### config.mk
export PLATFORM = sky130hd
export DESIGN_NAME = transmitter
export DESIGN_NICKNAME = d
export VERILOG_FILES = /design/src/rtl/serial_pkg.sv /design/src/rtl/tx_bit_timer.sv /design/src/rtl/transmitter.sv
export SDC_FILE = /design/constraint.sdc
export NUM_CORES = 1
export LEC_CHECK = 0
export CAP_MARGIN = 10
export CORE_ASPECT_RATIO = 0.6
export CORE_MARGIN = 3
export CORE_UTILIZATION = 40
export DETAILED_ROUTE_END_ITERATION = 8
export GPL_TIMING_DRIVEN = 0
export SYNTH_ARGS = -nofsm -noshare
export SYNTH_HDL_FRONTEND = slang
export SYNTH_SLANG_ARGS = --single-unit
### constraint.sdc
create_clock -name clk -period 2.8 [get_ports clk]
set_clock_uncertainty 0.1 [all_clocks]
set_input_delay 0.7 -clock clk [delete_from_list [all_inputs] [get_ports clk]]
set_output_delay 0.7 -clock clk [all_outputs]
set_load 0.005 [all_outputs]
### src/rtl/serial_pkg.sv
// Shared encodings and line levels for the serial link (transmitter and receiver).
package serial_pkg;

  typedef enum logic [2:0] {
    StIdle   = 3'd0,
    StStart  = 3'd1,
    StData   = 3'd2,
    StParity = 3'd3,
    StStop   = 3'd4
  } tx_state_e;

  localparam logic StartBit  = 1'b0;
  localparam logic StopBit   = 1'b1;
  localparam logic IdleLevel = 1'b1;

  // XORed into the data reduction, so 1 selects odd parity.
  localparam logic ParityOdd = 1'b1;

endpackage

### src/rtl/tx_bit_timer.sv
// Bit-period timer: tick is high on the last clock of every CLKS_PER_BIT-clock bit period.
module tx_bit_timer #(
  parameter int unsigned CLKS_PER_BIT = 1
) (
  input  logic clk,
  input  logic arst,
  input  logic clear,
  output logic tick
);

  localparam int unsigned CntW = (CLKS_PER_BIT <= 2) ? 1 : $clog2(CLKS_PER_BIT);
  localparam logic [CntW-1:0] CntMax = CntW'(CLKS_PER_BIT - 1);

  logic [CntW-1:0] cnt_q, cnt_d;

  assign tick = (cnt_q == CntMax);

  always_comb begin
    cnt_d = cnt_q + CntW'(1);
    if (clear || tick) begin
      cnt_d = '0;
    end
  end

  always_ff @(posedge clk) begin
    if (arst) begin
      cnt_q <= '0;
    end else begin
      cnt_q <= cnt_d;
    end
  end

endmodule

### src/rtl/transmitter.sv
// Serial transmitter: start bit, LSB-first data, odd parity, stop bit(s); all outputs registered.
module transmitter
  import serial_pkg::*;
#(
  parameter int unsigned DATA_WIDTH   = 8,
  parameter int unsigned CLKS_PER_BIT = 1,
  parameter int unsigned STOP_BITS    = 1
) (
  input  logic                  clk,
  input  logic                  arst,
  input  logic                  valid,
  input  logic [DATA_WIDTH-1:0] data,
  output logic                  ready,
  output logic                  out,
  output logic                  busy,
  output logic                  done
);

  localparam int unsigned BitCntW = $clog2(DATA_WIDTH + 1);
  localparam logic [BitCntW-1:0] LastData = BitCntW'(DATA_WIDTH - 1);
  localparam logic [BitCntW-1:0] LastStop = BitCntW'(STOP_BITS - 1);

  tx_state_e             state_q, state_d;
  logic [DATA_WIDTH-1:0] shift_q, shift_d;
  logic                  parity_q, parity_d;
  logic [BitCntW-1:0]    bit_cnt_q, bit_cnt_d;
  logic                  out_q, out_d;
  logic                  ready_q, ready_d;
  logic                  busy_q, busy_d;
  logic                  done_q, done_d;
  logic                  tick;
  logic                  timer_clear;

  // Holding the timer cleared while idle aligns every bit period to the accept edge.
  assign timer_clear = (state_q == StIdle);

  tx_bit_timer #(
    .CLKS_PER_BIT(CLKS_PER_BIT)
  ) u_bit_timer (
    .clk  (clk),
    .arst (arst),
    .clear(timer_clear),
    .tick (tick)
  );

  always_comb begin
    state_d   = state_q;
    shift_d   = shift_q;
    parity_d  = parity_q;
    bit_cnt_d = bit_cnt_q;
    done_d    = 1'b0;

    case (state_q)
      StIdle: begin
        if (valid && ready_q) begin
          state_d   = StStart;
          shift_d   = data;
          parity_d  = (^data) ^ ParityOdd;
          bit_cnt_d = '0;
        end
      end
      StStart: begin
        if (tick) begin
          state_d   = StData;
          bit_cnt_d = '0;
        end
      end
      StData: begin
        if (tick) begin
          shift_d = shift_q >> 1;
          if (bit_cnt_q == LastData) begin
            state_d = StParity;
          end else begin
            bit_cnt_d = bit_cnt_q + BitCntW'(1);
          end
        end
      end
      StParity: begin
        if (tick) begin
          state_d   = StStop;
          bit_cnt_d = '0;
        end
      end
      StStop: begin
        if (tick) begin
          if (bit_cnt_q == LastStop) begin
            state_d = StIdle;
            done_d  = 1'b1;
          end else begin
            bit_cnt_d = bit_cnt_q + BitCntW'(1);
          end
        end
      end
      default: state_d = StIdle;
    endcase

    // Outputs are decoded from the next state so they land in registers on the same edge.
    out_d   = IdleLevel;
    ready_d = 1'b0;
    busy_d  = 1'b1;
    case (state_d)
      StStart:  out_d = StartBit;
      StData:   out_d = shift_d[0];
      StParity: out_d = parity_d;
      StStop:   out_d = StopBit;
      default: begin
        out_d   = IdleLevel;
        ready_d = 1'b1;
        busy_d  = 1'b0;
      end
    endcase
  end

  always_ff @(posedge clk) begin
    if (arst) begin
      state_q   <= StIdle;
      shift_q   <= '0;
      parity_q  <= 1'b0;
      bit_cnt_q <= '0;
      out_q     <= IdleLevel;
      ready_q   <= 1'b1;
      busy_q    <= 1'b0;
      done_q    <= 1'b0;
    end else begin
      state_q   <= state_d;
      shift_q   <= shift_d;
      parity_q  <= parity_d;
      bit_cnt_q <= bit_cnt_d;
      out_q     <= out_d;
      ready_q   <= ready_d;
      busy_q    <= busy_d;
      done_q    <= done_d;
    end
  end

  assign ready = ready_q;
  assign out   = out_q;
  assign busy  = busy_q;
  assign done  = done_q;

endmodule

==> results.yml, run 1 <==
clock_network:
  clock_latency_ns: 0.26
  cts_sinks: 21
  clock_path_buffers: 2
  cts_buffers: 3
  root_buffer: "clkbuf_8"
  post_cts_buffers: 0
  cts_resized: 0
  clkSlewWorstSetupHoldPaths_ns: 0.08
  htree_num_levels: 1
  cts_tree: "yes"
  hold_buffers: 0
routing:
  vias: 983
  drt-wirelength-per-cell_um: 14.6
  initialDrtViolationCount: 62
  drcViolationCount: 0
  wl_mm: 2.56
  drtPass1Iterations: 4
  via_per_inst: 5.62
  antenna_left: 0
hold_path:
  hold_path.class: "reg2reg"
  hold_start: "shift_q[3]$_SDFFE_PP0P_"
  holdPathStages: 2
  min_to: "shift_q[3]$_SDFFE_PP0P_"
yosys:
  ys_ff_latch: 21
  ys_seq_area_share_pct: 37.1
  synth_edf_count: 0
  synthDominantAreaCellType: "dfxtp_1"
  synth_cell_type_count: 42
  synth.area.top_cells: "dfxtp_1, xnor2_1, a21oi_1"
  synth_ff_type: "dfxtp_1"
  synth_nets: 139
  synth_top_area_share_pct: 37.1
  netlist_instances: 126
  synth_warnings: 0
  async_flop_share_pct: 0
  syn_area_per_cell_um2: 8.99
  netlist_area_um2: 1130
final_layout:
  finalNonFillerCells: 175
  post_route_cells_drive_above_1_share_pct: 8.39
  fin_util_pct: 52.0
  syn2layout_area_growth_pct: 19.0
  antenna_cells: 0
  fin_nets: 157
global_routing:
  grt_max_degree: 12
  grt_overflow_total: 0
  grt_pass1_vias: 856
  grt_first_pass_wirelength_mm: 4.33
  grt_use_met3_pct: 5.13
  use_met1_pct: 27.2
  top_usage_layer: "met1"
  grt_usage_pct: 16.5
  gr-usage-met2_pct: 19.5
  antenna_found_initial: 0
timing:
  maxSlewViolCount: 0
  fin_setup_tns_ns: 0
  finalCritPeriodShare_pct: 75.6
  finalSetupViolations: 0
  period_minus_slack_ns: 2.12
  slew_headroom_pct: 59.3
  worst_pin_slew_ns: 0.609
  hold_violations: 0
  setup_ws_ns: 0.684
  rsz0062_at_grt: "no"
  fmax_mhz: 472
worst_setup_path:
  r2r_end: "out$_SDFF_PP1_"
  cp_max_fo: 8
  r2r_setup_slack_ns: 0.85
  path_buf_inv: 1
  cpMaxStageDelayCell: "a21oi_2"
  path_delay_family: "compound AO/OA/AOI/OAI gates"
  r2r-start: "state_q[1]$_SDFF_PP0_"
  start_kind: "input port"
  cp-end-kind: "flip-flop"
  cp.arrival_ns: 2.19
  cp_cell_sequence: "clkdlybuf4s50_1, and2_1, a21oi_2, a2111oi_4, o31ai_1"
  crit_type: "in2reg"
  required_ns: 2.87
  max_stage_delay_ns: 0.45
  r2r_cells: 5
die:
  initial_utilization_pct: 43.7
  fp.coreArea_um2: 2590
  die-height_um: 47.2
  ios: 15
  fp-row-count: 14
  dieArea_um2: 3530
  fp.dieW_um: 74.7
flow_run:
  max_cap_viol_count: 0
placed_design:
  dp_hpwl_mm: 1.90
  dpl_worst_slack_ns: 0.446
  dp_cells: 171
  gp_congestion: 0.758
  port_buffers: 13
power_and_ir_drop:
  powerDensity_nw_per_um2: 519
  power_leakage_nw: 0.454
  peakVddDrop_mv: 0.270
outcome:
  status: "finished, final reports clean"
[layer usage]
| layer | wire [um] | share of wire, % | vias to the layer above |
|---|---|---|---|
| met5 | 0 | 0 | - |
| met4 | 17 | 0.66 | 0 |
| met3 | 164 | 6.4 | 4 |
| met2 | 952 | 37 | 34 |
| met1 | 1430 | 56 | 449 |
| li1 | - | - | 496 |
[sequential cells by signal, summed over array words and instances (netlist names)]
signal and count:
shift_q 8, bit_cnt_q 4, state_q 3, busy 1
done 1, out 1, parity_q 1, ready 1
u_bit_timer.cnt_q 1
[cell type report]
class	instances	area (um^2)
Multi-Input combinational cell	92	643
Clock buffer	4	45.0
Timing Repair Buffer	13	130
Inverter	7	26.3
Fill cell	257	1240
Tap cell	32	40.0
Sequential cell	21	420
Buffer	6	42.5
[worst min-delay path, stage by stage, from the launching register on]
cell and delay [ns]:
dfxtp_1 0.31, nand2_1 0.05, a21oi_1 0.05
[stage by stage]
stage	total power [mW]	cell area (um^2)	hold slack, ns
2_1_floorplan	0.449	1130	0.336
3_3_place_gp	0.502	1300	0.346
3_5_place_dp	0.503	1300	0.349
4_1_cts	0.706	1350	0.360
5_1_grt	0.737	1350	0.392
6_report	0.699	1350	0.357
[power by group]
| group | internal, mW | switching (mW) | total (mW) |
|---|---|---|---|
| sequential | 0.321 | 0.0154 | 0.336 |
| combinational | 0.0758 | 0.0872 | 0.163 |
| clock | 0.101 | 0.0985 | 0.200 |
| total | 0.498 | 0.201 | 0.699 |
[worst max path at each step]
stage	from	end	slack (ns)	cells after the start
finish	valid	out$_SDFF_PP1_	0.68	5
global route	valid	out$_SDFF_PP1_	0.63	5
CTS	valid	out$_SDFF_PP1_	0.70	5
detailed placement	valid	out$_SDFF_PP1_	0.45	5
global placement	valid	out$_SDFF_PP1_	0.45	5
floorplan	valid	out$_SDFF_PP1_	1.12	4
[cells in the mapped netlist, types with 2 or more instances]
cell	n
o311ai_0	2
nor3b_1	3
buf_6	2
inv_1	7
nor3_1	4
nand2_1	12
a32o_1	3
clkbuf_1	2
and2_1	3
dfxtp_1	21
ha_1	2
nor2b_1	3
nor2_1	6
a21oi_1	11
a22oi_1	7
o31ai_1	4
nand3_1	3
xnor2_1	7
[kinds of logic after synthesis]
group | Yosys count | share of synthesized area [%]
buffers and inverters | 13 | 6.08
DFF | 21 | 37.1
muxes | 1 | 0.884
and+or+nand+nor | 41 | 20.8
other | 1 | 0.331
xor gates and xnor gates | 8 | 6.19
AOI/OAI and AO/OA | 39 | 26.4
adders and majority gates | 2 | 2.21
[cells in the final DEF, fill, tap and decap left out, types with 4 or more instances in the layout]
cell	n
nor2_1	6
xnor2_1	7
a21oi_1	11
nor3_1	4
nand2_1	12
dfxtp_1	21
clkdlybuf4s50_1	13
o31ai_1	4
inv_1	7
a22oi_1	7
No activity file was read; power rests on OpenSTA's default activity.
==> run 2, diff against run 1 <==
==> constraint.sdc (replaced) <==
create_clock -name clk -period 1.7 [get_ports clk]
set_clock_uncertainty 0.1 [all_clocks]
set_input_delay 0.425 -clock clk [delete_from_list [all_inputs] [get_ports clk]]
set_output_delay 0.425 -clock clk [all_outputs]
set_load 0.005 [all_outputs]
==> run 2 against run 1 <==
The run now ends with negative setup slack left; flip-flop and latch count unchanged; wire length grew 11%; first-iteration DRC count down 11%; setup slack got worse by 0.69 ns; via count is 5.9% higher; die area unchanged; sequential share of layout area is 2.7 points lower; sequential power rose by 65%; clock power increased by 67%; design area is 13% higher; count of clock-buffer cells in the layout unchanged; largest power group unchanged.
==> results.yml, run 2 (synthesis results as in run 1) <==
outcome:
  status: "complete, but fails checks"
  violations: "negative setup slack"
global_routing:
  grt_usage_pct: 17.3
  grt_overflow_total: 0
  grt_max_degree: 12
  grt_pass1_vias: 885
  grt_first_pass_wirelength_mm: 4.53
  antenna_found_initial: 0
timing:
  period_minus_slack_ns: 1.70
  maxSlewViolCount: 0
  holdWs_ns: 0.358
  setup_ws_ns: -0.00167
  fmax_mhz: 588
  worst_pin_slew_ns: 0.532
  slew_headroom_pct: 64.5
  finalSetupViolations: 1
  rsz0062_at_grt: "yes"
  finalCritPeriodShare_pct: 100
  hold_violations: 0
clock_network:
  clkSlewWorstSetupHoldPaths_ns: 0.08
  htree_num_levels: 1
  clock_latency_ns: 0.26
  cts_buffers: 3
  cts_sinks: 21
  clock_path_buffers: 2
  cts_tree: "yes"
  hold_buffers: 0
  root_buffer: "clkbuf_8"
worst_setup_path:
  start_kind: "flip-flop"
  cp.arrival_ns: 1.73
  cp-end-kind: "flip-flop"
  crit_type: "reg2reg"
  path_buf_inv: 1
  cpMaxStageDelayCell: "dfxtp_4"
  max_stage_delay_ns: 0.38
  required_ns: 1.73
  path_delay_family: "compound AO/OA/AOI/OAI gates"
  cp_max_fo: 5
  cp_cell_sequence: "inv_2, ha_4, nor3b_4, o32a_1, o31ai_1, a21oi_1"
flow_run:
  max_cap_viol_count: 0
final_layout:
  largest_reg_flops: 8
  finalNonFillerCells: 183
  fin_nets: 165
  final_common_cell: "dfxtp_1"
  layout_common_cells: "dfxtp_1, nand2_1, clkdlybuf4s50_1"
  post_route_cells_drive_above_1_share_pct: 26.5
  reg_top3: "shift_q x8, bit_cnt_q x4, state_q x3"
  fin_util_pct: 58.6
  antenna_cells: 0
  syn2layout_area_growth_pct: 34.3
  top_register: "shift_q"
  fillers: 236
die:
  dieArea_um2: 3530
  fp-row-count: 14
  fp.dieW_um: 74.7
  initial_utilization_pct: 43.7
  fp.coreArea_um2: 2590
  die-height_um: 47.2
  ios: 15
hold_path:
  hold_path.class: "reg2reg"
routing:
  drt-wirelength-per-cell_um: 15.5
  vias: 1041
  via_per_inst: 5.69
  drtPass1Iterations: 4
  antenna_left: 0
  wl_mm: 2.84
  drcViolationCount: 0
  initialDrtViolationCount: 55
power_and_ir_drop:
  powerDensity_nw_per_um2: 801
  power_leakage_nw: 0.536
  power_mw: 1.22
  peakVddDrop_mv: 0.439
placed_design:
  dpl_worst_slack_ns: -0.379
  gp_congestion: 0.758
  dp_hpwl_mm: 1.90
  dp_cells: 171
  port_buffers: 13
[run 2: worst reg2reg max path: cells and delay by family (launching register included)]
kind	cells	cell delay [ns]
AND/OR/NAND/NOR	1	0.15
AO/OA/AOI/OAI	3	0.74
buffers and inverters	1	0.05
flip-flops	1	0.38
adder cells (fa/ha/maj)	1	0.15
[run 2: repair_timing]
item / 4_1_cts / 5_1_grt
endpoints found under the setup margin: 11 / 15
setup buffers: 2 / 6
hold endpoints to repair: 0 / 0
gates resized for setup: 21 / 12
pin swaps: 6 / 10
[run 2: area by class of cell]
| class | count | area (um^2) | area share [%] |
|---|---|---|---|
| Buffer | 6 | 48.8 | 3.21 |
| Clock buffer | 4 | 45.0 | 2.96 |
| Inverter | 7 | 26.3 | 1.73 |
| Multi-Input combinational cell | 92 | 734 | 48.3 |
| Sequential cell | 21 | 433 | 28.5 |
| Tap cell | 32 | 40.0 | 2.63 |
| Timing Repair Buffer | 21 | 193 | 12.7 |
[run 2: report_power, final]
group / switching [mW] / internal [mW] / total, mW
Sequential: 0.0285 / 0.527 / 0.555
Combinational: 0.165 / 0.163 / 0.329
Clock: 0.166 / 0.167 / 0.333
Total: 0.360 / 0.857 / 1.22
[run 2: per-layer routing]
metal	global-route usage [%]	wire length (um)	up-vias
met3	5.13	114	4
met2	22.0	1110	24
met5	0	0	-
li1	-	-	515
met4	3.19	19	0
met1	27.8	1600	498
[run 2: final timing paths]
path / slack (ns) / depth (start not counted) / end / start
worst min register to register: 0.36 / 2 / shift_q[3]$_SDFFE_PP0P_ / shift_q[3]$_SDFFE_PP0P_
worst max register to register: -0.002 / 6 / bit_cnt_q[3]$_SDFFE_PP0P_ / bit_cnt_q[0]$_SDFFE_PP0P_
worst max-delay path: -0.002 / 6 / bit_cnt_q[3]$_SDFFE_PP0P_ / bit_cnt_q[0]$_SDFFE_PP0P_
worst min-delay path: 0.36 / 2 / shift_q[3]$_SDFFE_PP0P_ / shift_q[3]$_SDFFE_PP0P_
[run 2: metrics by stage]
step            TNS, ns  cell area (um^2)
3_3_place_gp      -3.28              1300
3_5_place_dp      -3.24              1300
6_report       -0.00167              1520
2_1_floorplan         0              1130
4_1_cts         -0.0134              1440
5_1_grt          -0.212              1520
